==> config.mk <==
export PLATFORM = sky130hd
export DESIGN_NAME = photonic_link_arbiter
export DESIGN_NICKNAME = d
export VERILOG_FILES = /design/src/rtl/photonic_link_arbiter.sv
export SDC_FILE = /design/constraint.sdc
export NUM_CORES = 1
export LEC_CHECK = 0
export CAP_MARGIN = 0
export CORE_MARGIN = 3
export CORE_UTILIZATION = 49
export DETAILED_ROUTE_END_ITERATION = 8
export HOLD_SLACK_MARGIN = 0.05
export PLACE_DENSITY = 0.88
export SETUP_SLACK_MARGIN = 0.15
export SLEW_MARGIN = 20
export SYNTH_ARGS = -nofsm -noshare
export SYNTH_HDL_FRONTEND = slang
export SYNTH_SLANG_ARGS = --single-unit
==> constraint.sdc <==
create_clock -name clk -period 1.7 [get_ports clk]
set_input_delay 0.34 -clock clk [delete_from_list [all_inputs] [get_ports clk]]
set_output_delay 0.34 -clock clk [all_outputs]
set_load 0.01 [all_outputs]
==> src/rtl/photonic_link_arbiter.sv <==
// photonic_link_arbiter
//   Collects one packet per core in a single-entry slot and grants the shared
//   photonic waveguide round-robin. A LINK_LAT-cycle flight phase follows each
//   grant. Then the packet is broadcast on rx_pkt and the destination core's
//   rx_we is strobed. A packet whose destination does not exist is dropped
//   and reported with a single-cycle dest_err.
//
//   Optional macro PHOTONIC_ARB_BROADCAST_EN: when it is defined, an all-ones
//   destination id is a broadcast. It is delivered to every node except the
//   source and never raises dest_err.
//
//   Packet layout: {dest[ID_WIDTH], data[DATA_WIDTH], src[ID_WIDTH]}.

module photonic_link_arbiter #(
    parameter int NODES      = 4,
    parameter int ID_WIDTH   = 2,
    parameter int DATA_WIDTH = 32,
    parameter int LINK_LAT   = 2
) (
    input  logic                                         clk,
    input  logic                                         rst,
    input  logic [NODES*(2*ID_WIDTH+DATA_WIDTH)-1:0]     tx_pkt,
    input  logic [NODES-1:0]                             tx_valid,
    output logic [NODES-1:0]                             tx_ready,
    output logic [2*ID_WIDTH+DATA_WIDTH-1:0]             rx_pkt,
    output logic [NODES-1:0]                             rx_we,
    output logic                                         busy,
    output logic                                         dest_err
);

    localparam int PKT_W = 2*ID_WIDTH + DATA_WIDTH;
    localparam int CNT_W = (LINK_LAT > 1) ? $clog2(LINK_LAT) : 1;

    typedef enum logic [1:0] {
        IDLE    = 2'd0,
        XFER    = 2'd1,
        DELIVER = 2'd2
    } state_e;

    state_e                state_q, state_d;
    logic [ID_WIDTH-1:0]   ptr_q, ptr_d;
    logic [ID_WIDTH-1:0]   grant_q, grant_d;
    logic [CNT_W-1:0]      cnt_q, cnt_d;
    logic [NODES-1:0]      full_q, full_d;
    logic [PKT_W-1:0]      slot_q [NODES];
    logic [PKT_W-1:0]      slot_d [NODES];
    logic [PKT_W-1:0]      rx_pkt_q, rx_pkt_d;
    logic [NODES-1:0]      rx_we_q, rx_we_d;
    logic                  dest_err_q, dest_err_d;

    logic                  found_s;
    logic [ID_WIDTH-1:0]   cand_s;
    logic [PKT_W-1:0]      sel_pkt_s;
    logic [ID_WIDTH-1:0]   dest_s;
`ifdef PHOTONIC_ARB_BROADCAST_EN
    logic [ID_WIDTH-1:0]   src_s;
`endif

    // Next-state logic: slot accepts, round-robin search, flight countdown, delivery decode
    always_comb begin
        state_d    = state_q;
        ptr_d      = ptr_q;
        grant_d    = grant_q;
        cnt_d      = cnt_q;
        full_d     = full_q;
        slot_d     = slot_q;
        rx_pkt_d   = rx_pkt_q;
        rx_we_d    = '0;
        dest_err_d = 1'b0;
        found_s    = 1'b0;
        cand_s     = '0;
        sel_pkt_s  = slot_q[grant_q];
        dest_s     = sel_pkt_s[PKT_W-1 -: ID_WIDTH];
`ifdef PHOTONIC_ARB_BROADCAST_EN
        src_s      = sel_pkt_s[ID_WIDTH-1:0];
`endif

        // A slot is accepted only when it was empty at the start of the cycle.
        for (int i = 0; i < NODES; i++) begin
            if (tx_valid[i] && !full_q[i]) begin
                full_d[i] = 1'b1;
                slot_d[i] = tx_pkt[i*PKT_W +: PKT_W];
            end else begin
                full_d[i] = full_d[i];
            end
        end

        case (state_q)
            IDLE: begin
                // Search starts at ptr. Only the registered full bits are
                // eligible, so a packet accepted on the same edge waits.
                for (int k = 0; k < NODES; k++) begin
                    if (!found_s && full_q[(int'(ptr_q) + k) % NODES]) begin
                        found_s = 1'b1;
                        cand_s  = ID_WIDTH'((int'(ptr_q) + k) % NODES);
                    end else begin
                        found_s = found_s;
                    end
                end
                if (found_s) begin
                    grant_d = cand_s;
                    cnt_d   = CNT_W'(LINK_LAT - 1);
                    state_d = XFER;
                end else begin
                    state_d = IDLE;
                end
            end
            XFER: begin
                if (cnt_q == '0) begin
                    // The outputs are loaded on the way into DELIVER, so the
                    // strobe lines up with the DELIVER cycle.
                    state_d  = DELIVER;
                    rx_pkt_d = sel_pkt_s;
`ifdef PHOTONIC_ARB_BROADCAST_EN
                    if (dest_s == {ID_WIDTH{1'b1}}) begin
                        for (int n = 0; n < NODES; n++) begin
                            rx_we_d[n] = (src_s != ID_WIDTH'(n));
                        end
                    end else if (int'(dest_s) < NODES) begin
`else
                    if (int'(dest_s) < NODES) begin
`endif
                        for (int n = 0; n < NODES; n++) begin
                            rx_we_d[n] = (dest_s == ID_WIDTH'(n));
                        end
                    end else begin
                        dest_err_d = 1'b1;
                    end
                end else begin
                    cnt_d = cnt_q - CNT_W'(1);
                end
            end
            DELIVER: begin
                full_d[grant_q] = 1'b0;
                ptr_d           = ID_WIDTH'((int'(grant_q) + 1) % NODES);
                state_d         = IDLE;
            end
            default: begin
                state_d = IDLE;
            end
        endcase
    end

    // State and datapath registers with synchronous reset
    always_ff @(posedge clk) begin
        if (rst) begin
            state_q    <= IDLE;
            ptr_q      <= '0;
            grant_q    <= '0;
            cnt_q      <= '0;
            full_q     <= '0;
            rx_pkt_q   <= '0;
            rx_we_q    <= '0;
            dest_err_q <= 1'b0;
            for (int i = 0; i < NODES; i++) begin
                slot_q[i] <= '0;
            end
        end else begin
            state_q    <= state_d;
            ptr_q      <= ptr_d;
            grant_q    <= grant_d;
            cnt_q      <= cnt_d;
            full_q     <= full_d;
            rx_pkt_q   <= rx_pkt_d;
            rx_we_q    <= rx_we_d;
            dest_err_q <= dest_err_d;
            for (int i = 0; i < NODES; i++) begin
                slot_q[i] <= slot_d[i];
            end
        end
    end

    assign tx_ready = ~full_q;
    assign rx_pkt   = rx_pkt_q;
    assign rx_we    = rx_we_q;
    assign dest_err = dest_err_q;
    assign busy     = (state_q != IDLE);

endmodule

==> impl_summary.txt <==
----------------------------------------------------
[Global route]
  All-layer global routing usage ... 26.8%
  Maximum number of pins on one net before global-route repair ... 132
  Aggregate global routing overflow ... 0
  Global-route wire length before repair ... approximately 35,000 um
  Number of antenna violations at the first check in global routing ... 1
  Via count of the first global-routing pass ... between 7,000 and 8,000

[STA]
  Final Max Tran Viols ... 0
  Final critical path time including I/O delays and setup ... 1.52 ns
  Timing-limited maximum frequency ... 0.657 GHz
  Worst hold margin ... 0.425 ns
  Setup Total Neg Slack ... 0 ns
  Final Hold Fails ... 0
  Unrepaired setup endpoints after global routing ... false
  Part of the cycle the worst path needs ... 89.5%
  Worst Slack Setup Final ... 0.179 ns
  Least-Margin Pin Slew ... about 0.6 ns
  Final-report setup violation count ... 0
  Max-slew headroom at the worst pin ... approximately 59%
  Final Skew ... 0.00824 ns

[Floorplan]
  X dimension of the die ... about 130 um
  IO Pins ... 196
  Count of standard-cell rows ... 44
  Core box area ... 14,800 um2
  Starting Density ... 50.9%
  Floorplan die height ... 130 um
  Die ar. ... 16,900 um2

[Cells and area]
  Layout cells sized above 1 ... 12.1%
  Non-filler cells, final ... approximately 1,200
  Final core utilization ... 71.2%
  Count of nets after finishing ... 1,165
  Area Growth Syn to Fin ... 39.9%

[Clocking]
  TritonCTS buffer count ... 17
  Insertion delay of the later-clocked pin in the worst-skew pair ... ~0.43 ns
  Clock transition at the registers of the reported paths ... around 0.070 ns
  Number of H-tree levels ... 4
  CTS tree ... built
  TritonCTS sink count ... 195
  Cell at the root of the clock tree ... sky130_fd_sc_hd__clkbuf_16
  Clk buf depth ... 2

[Synthesis]
  Sequential area share after synthesis ... 51.8%
  Simple-gate portion of the synthesized area ... about 17%
  Fraction of the mapped netlist area in adder cells ... 0.664%
  Yosys cell types ... 32
  Post-synthesis compound-gate area fraction ... between 10 and 15%
  Cell area after synthesis ... 7540 um2
  Total number of yosys warnings ... 0
  Total nets after synthesis ... 984
  Syn_area_per_cell ... 9.08 um2
  Xor/xnor cell area share of the yosys netlist ... 0%
  Count of state elements after synthesis ... roughly 200
  Main combinational cell family by area after synthesis ... simple AND/OR/NAND/NOR gates
  Gate count of the mapped netlist ... between 800 and 900
  Portion of netlist area occupied by mux cells ... 11.0%

[Detailed routing]
  Highest signal layer in the routed design ... met4
  Remaining antenna violation count after routing ... 0
  Wire length reported by the detailed router ... 22,900 um
  Iteration-0 DRC Markers ... 527
  Post-DR vias/cell ... ~5.6
  Routed len/inst ... 18.9 um
  Total length of routed met3 wires ... 1380 um
  Metal-1 WL ... 8890 um
  Detail Route met2 WL ... 11,600 um
  Total iterations of the first detailed-routing run ... 5
  Residual DRC count ... 0
  Via total after detailed routing ... just under 7,000

[Placed design]
  Final estimated routing congestion in global placement ... 0.830
  Setup slack at placement ... -0.0114 ns
  Dpl hpwl ... 14,500 um
  Number of cells after detailed placement ... about 1,200
  Port Buffers ... 194

[Outcome]
  Status ... completed

[Setup path]
  Worst path required time ... 1.36 ns
  Worst setup EP type ... output port
  Kind of critical path ... reg2out
  Critical Path Start Type ... register
  Critical-path maximum fanout ... 6
  Critical Path AT ... 1.18 ns

[Pwr]
  Switching pwr ... 2.78 mW
  Sequential fraction of design power ... 44.3%
  Share of total power in the clock network ... 40.6%
  Max VDD drop ... 817 uV
  Total power per unit cell area ... 1070 nW/um2
  Int Pwr ... roughly 8.5 mW
  LEAKAGE ... 4.17 nW
  Combinational Power Share ... 15.1%
  Switching portion of total power ... 24.7%

[Flow run]
  Number of max-capacitance violations reported ... 0

[Min path]
  Hold crit path type ... in2reg

----------------------------------------------------
final timing paths:
kind                                 start  slack [ns]          end  cells after the start
worst min register to register  slot_q[70]        0.45   slot_q[70]                      2
worst max register to register  grant_q[0]        0.19     rx_we[2]                      3
worst max-delay path             full_q[2]        0.18  tx_ready[2]                      2
worst min-delay path                   rst        0.42   state_q[1]                      3
routing by layer:
metal | vias up | global-route usage [%]
met2 | 305 | 45.2
met1 | 3222 | 31.3
met4 | 0 | 16.8
met3 | 84 | 5.16
met5 | - | 0
li1 | 3176 | -
registers in the layout, summed over array words and instances, names as in the netlist:
name     cells
rx_we        4
rx_pkt      36
ptr_q        2
grant_q      2
slot_q     144
state_q      2
cnt_q        1
full_q       4
timing repair:
item	in CTS	in global routing
setup endpoints to repair	81	8
gates resized for setup	57	7
buffers inserted	0	6
hold buffers	0	0
pin swaps	0	1
cloned	0	1
metrics by stage:
stage	area (um2)	power (mW)
after floorplan	7540	5.90
after global placement	9790	6.68
after detailed placement	9790	6.73
after CTS	10400	11.2
after global routing	10500	11.7
final	10500	11.3
layout make-up:
type | count | area (um2)
fillers | 1040 | 4270
inverters | 8 | 30.0
clock buffers | 17 | 425
repair buffers | 225 | 2310
diodes | 2 | 5.00
flip-flops and latches | 195 | 3930
multi-input cells | 564 | 3360
well taps | 184 | 230
clock inverters | 15 | 251
critical path: stages, from the launching register on:
cell and delay, ns:
sky130_fd_sc_hd__dfxtp_4 0.37, sky130_fd_sc_hd__inv_2 0.07, sky130_fd_sc_hd__dlygate4sd2_1 0.31
cell usage in the layout, fill, tap and decap left out, types with 2 or more instances in the layout:
cell type,n
sky130_fd_sc_hd__inv_6,3
sky130_fd_sc_hd__nor2_1,12
sky130_fd_sc_hd__dfxtp_1,187
sky130_fd_sc_hd__nor2b_1,3
sky130_fd_sc_hd__nand3b_1,2
sky130_fd_sc_hd__dfxtp_4,6
sky130_fd_sc_hd__mux4_2,34
sky130_fd_sc_hd__dfxtp_2,2
sky130_fd_sc_hd__inv_1,4
sky130_fd_sc_hd__clkbuf_2,2
sky130_fd_sc_hd__clkdlybuf4s50_1,148
sky130_fd_sc_hd__clkinvlp_4,2
sky130_fd_sc_hd__diode_2,2
sky130_fd_sc_hd__nand2_2,4
sky130_fd_sc_hd__dlygate4sd2_1,43
sky130_fd_sc_hd__nor3_1,3
sky130_fd_sc_hd__nand2b_1,3
sky130_fd_sc_hd__mux4_1,2
sky130_fd_sc_hd__nand2_1,294
sky130_fd_sc_hd__inv_2,4
sky130_fd_sc_hd__a22o_1,35
sky130_fd_sc_hd__a21oi_1,146
sky130_fd_sc_hd__clkbuf_16,18
sky130_fd_sc_hd__bufinv_16,6
sky130_fd_sc_hd__buf_4,16
sky130_fd_sc_hd__buf_12,15
sky130_fd_sc_hd__a211oi_1,5
sky130_fd_sc_hd__ha_1,4
sky130_fd_sc_hd__clkinv_2,2
sky130_fd_sc_hd__nor2b_4,4
cell families (layout without fill, tap and decap cells):
logic type / after synthesis / in the layout
and+or+nand+nor: 331 / 331
DFF: 195 / 195
AOI/OAI and AO/OA: 191 / 191
buffers and inverters: 71 / 265
muxes: 37 / 37
adders and majority gates: 4 / 4
other: 1 / 3
power groups by stage:
stage / combinational (mW) / clock, mW / sequential [mW]
6_report: 1.70 / 4.58 / 4.99
2_1_floorplan: 0.855 / 0 / 5.05
5_1_grt: 1.84 / 4.81 / 5.02
3_5_place_dp: 1.65 / 0 / 5.08
4_1_cts: 1.64 / 4.61 / 4.98
3_3_place_gp: 1.61 / 0 / 5.07
Yosys cell counts (all sizes together):
cell type  count  area [um2]
clkbuf        29         109
a211oi         5        37.5
inv            8        30.0
o21ai          1        5.00
conb           1        3.75
and3b          1        8.76
a22o          35         307
o21ba          1        10.0
and3           1        6.26
nand2b         3        18.8
o41ai          1        8.76
nand3b         2        15.0
ha             4        50.1
a31oi          1        6.26
buf           34         198
nor4           1        6.26
nor2          13        48.8
nand2        298        1120
a21oi        146         731
mux4          36         818
mux2i          1        10.0
nor3           4        25.0
nor3b          1        12.5
dfxtp        195        3900
o31ai          1        7.51
nor2b          7        43.8
No activity file was read; power rests on OpenSTA's default activity.
==> RTL change (same flow settings) <==
Re-encode `state_e` (3 states) as one-hot, 3 bits wide.
--- a/src/rtl/photonic_link_arbiter.sv
+++ b/src/rtl/photonic_link_arbiter.sv
@@ -33,6 +33,6 @@
 
-    typedef enum logic [1:0] {
-        IDLE    = 2'd0,
-        XFER    = 2'd1,
-        DELIVER = 2'd2
+    typedef enum logic [2:0] {
+        IDLE    = 3'b001,
+        XFER    = 3'b010,
+        DELIVER = 3'b100
     } state_e;
Function: no difference found for any inputs over 4 cycles, from zero or initial values and one cycle with rst high; so few cycles prove little.
==> RTL change against the original RTL <==
Via count grew 1.6%; area after synthesis is 0.27% higher; wire length grew 2.2%; sequential cell count up 1; final area is 0.20% lower; total power shrank 6.7%; setup slack worse by 140 ps; die area increased by 0.25%; non-clock buffer count up 2; register-to-register slack worse by 60 ps; final cell count grew 0.41%; critical path type unchanged; largest cell class unchanged.
==> RTL change: results (changes against the original RTL) <==
* Status: complete, no violations (unchanged)
* Mux contribution to synthesized area at 11.0% (about the same)
* Worst reg2reg setup slack at 130 ps (was 190 ps)
* NetSw at 2.67 mW (was 2.78 mW)
* GR Util met1 at 33.4% (was 31.3%)
* Hold Slack at 212 ps (was 425 ps)
* Share of post-route cells with drive strength above 1 at 12.6% (was 12.1%)
* Vias in the first global route at 6,840 (was 7,024)
* Compound-Gate Fraction of Synth Area at 15.2% (was 14.8%)
* Tot GR Track Use at 26.8% (about the same)
* CP endpoint: busy (was tx_ready[2])
* Gate Count Post-Synth at 831 (was 830)
* Hold depth at 2 (was 3)
* Comb. pwr at 1.58 mW (was 1.70 mW)
* Wirelength per Cell at 19.3 um (was 18.9 um)
* Worst Path Max Fanout at 5 (was 6)
* Worst slack, placed at 25.5 ps (was -11.4 ps)
* Cell Area, Placed at 9880 um^2 (was 9790 um^2)
* Reg2reg start: state_q[0]$_SDFFE_PP1P_ (was grant_q[0]$_SDFFE_PP0P_)
* Synth top area cells: dfxtp_1, nand2_1, mux4_2 (unchanged)
* Leak pwr at 4.14 nW (was 4.17 nW)
* Initial antenna violation count at 2 (was 1)
* Via count at 6,895 (was 6,787)
* Clock Skews at 10.8 ps (was 8.24 ps)
* Crit. Startpoint: state_q[0]$_SDFFE_PP1P_ (was full_q[2]$_SDFF_PP0_)
* DR iter-0 viols at 631 (was 527)
* Reg2Reg Capture Point: rx_pkt[32]$_SDFFE_PP0P_ (was rx_we[2]$_SDFF_PP0_)
* Clock power frac at 37.7% (was 40.6%)
* Post-Synth Adder-Cell Area at 0.662% (was 0.664%)
* Design Power at 10.5 mW (was 11.3 mW)
* Worst IR Drop VDD at 825 uV (was 817 uV)
* R2R depth at 5 (was 3)
* Largest net degree at the start of global routing at 80 (was 132)
* CP max stage delay at 390 ps (was 370 ps)
* Post-DP HPWL at 14,600 um (was 14,500 um)
* Arr. time, crit path at 1330 ps (was 1180 ps)
* Final wirelength at 23,400 um (was 22,900 um)
* First-pass GRT wire length at 34,800 um (was 34,900 um)
* Synth cell types at 33 (was 32)
* Slowest CP cell: or3b_4 (was dfxtp_4)
==> RTL change: layout make-up <==
type                       instances  area, um^2
inverter                           7        26.3
clock inverter                    10        97.6
multi-input combinational        567        3430
antenna                            2        5.00
clock buffer                      22         484
timing repair buffer             227        2300
fill                            1075        4290
tap                              184         230
sequential                       196        3950
==> RTL change: cell families (layout without fill, tap and decap cells) <==
| group | count (synthesis) | after routing |
|---|---|---|
| mux | 38 | 38 |
| buf+inv | 69 | 266 |
| simple gates | 330 | 331 |
| flops | 196 | 196 |
| compound gates | 193 | 193 |
| fa+ha+maj | 4 | 4 |
| other cells | 1 | 3 |
==> RTL change: what timing repair did <==
action                                  4_1_cts  5_1_grt
endpoints found under the hold margin         0        0
cloned                                        0        1
pin swaps                                    37        2
setup buffers                                 0        8
resized for setup                            61        7
endpoints found under the setup margin       81       41
==> RTL change: metal layers <==
layer / up-vias / part of all wire, %
met3: 57 / 6.1
li1: 3195 / -
met5: - / 0
met1: 3321 / 40
met4: 0 / 3.1
met2: 322 / 51
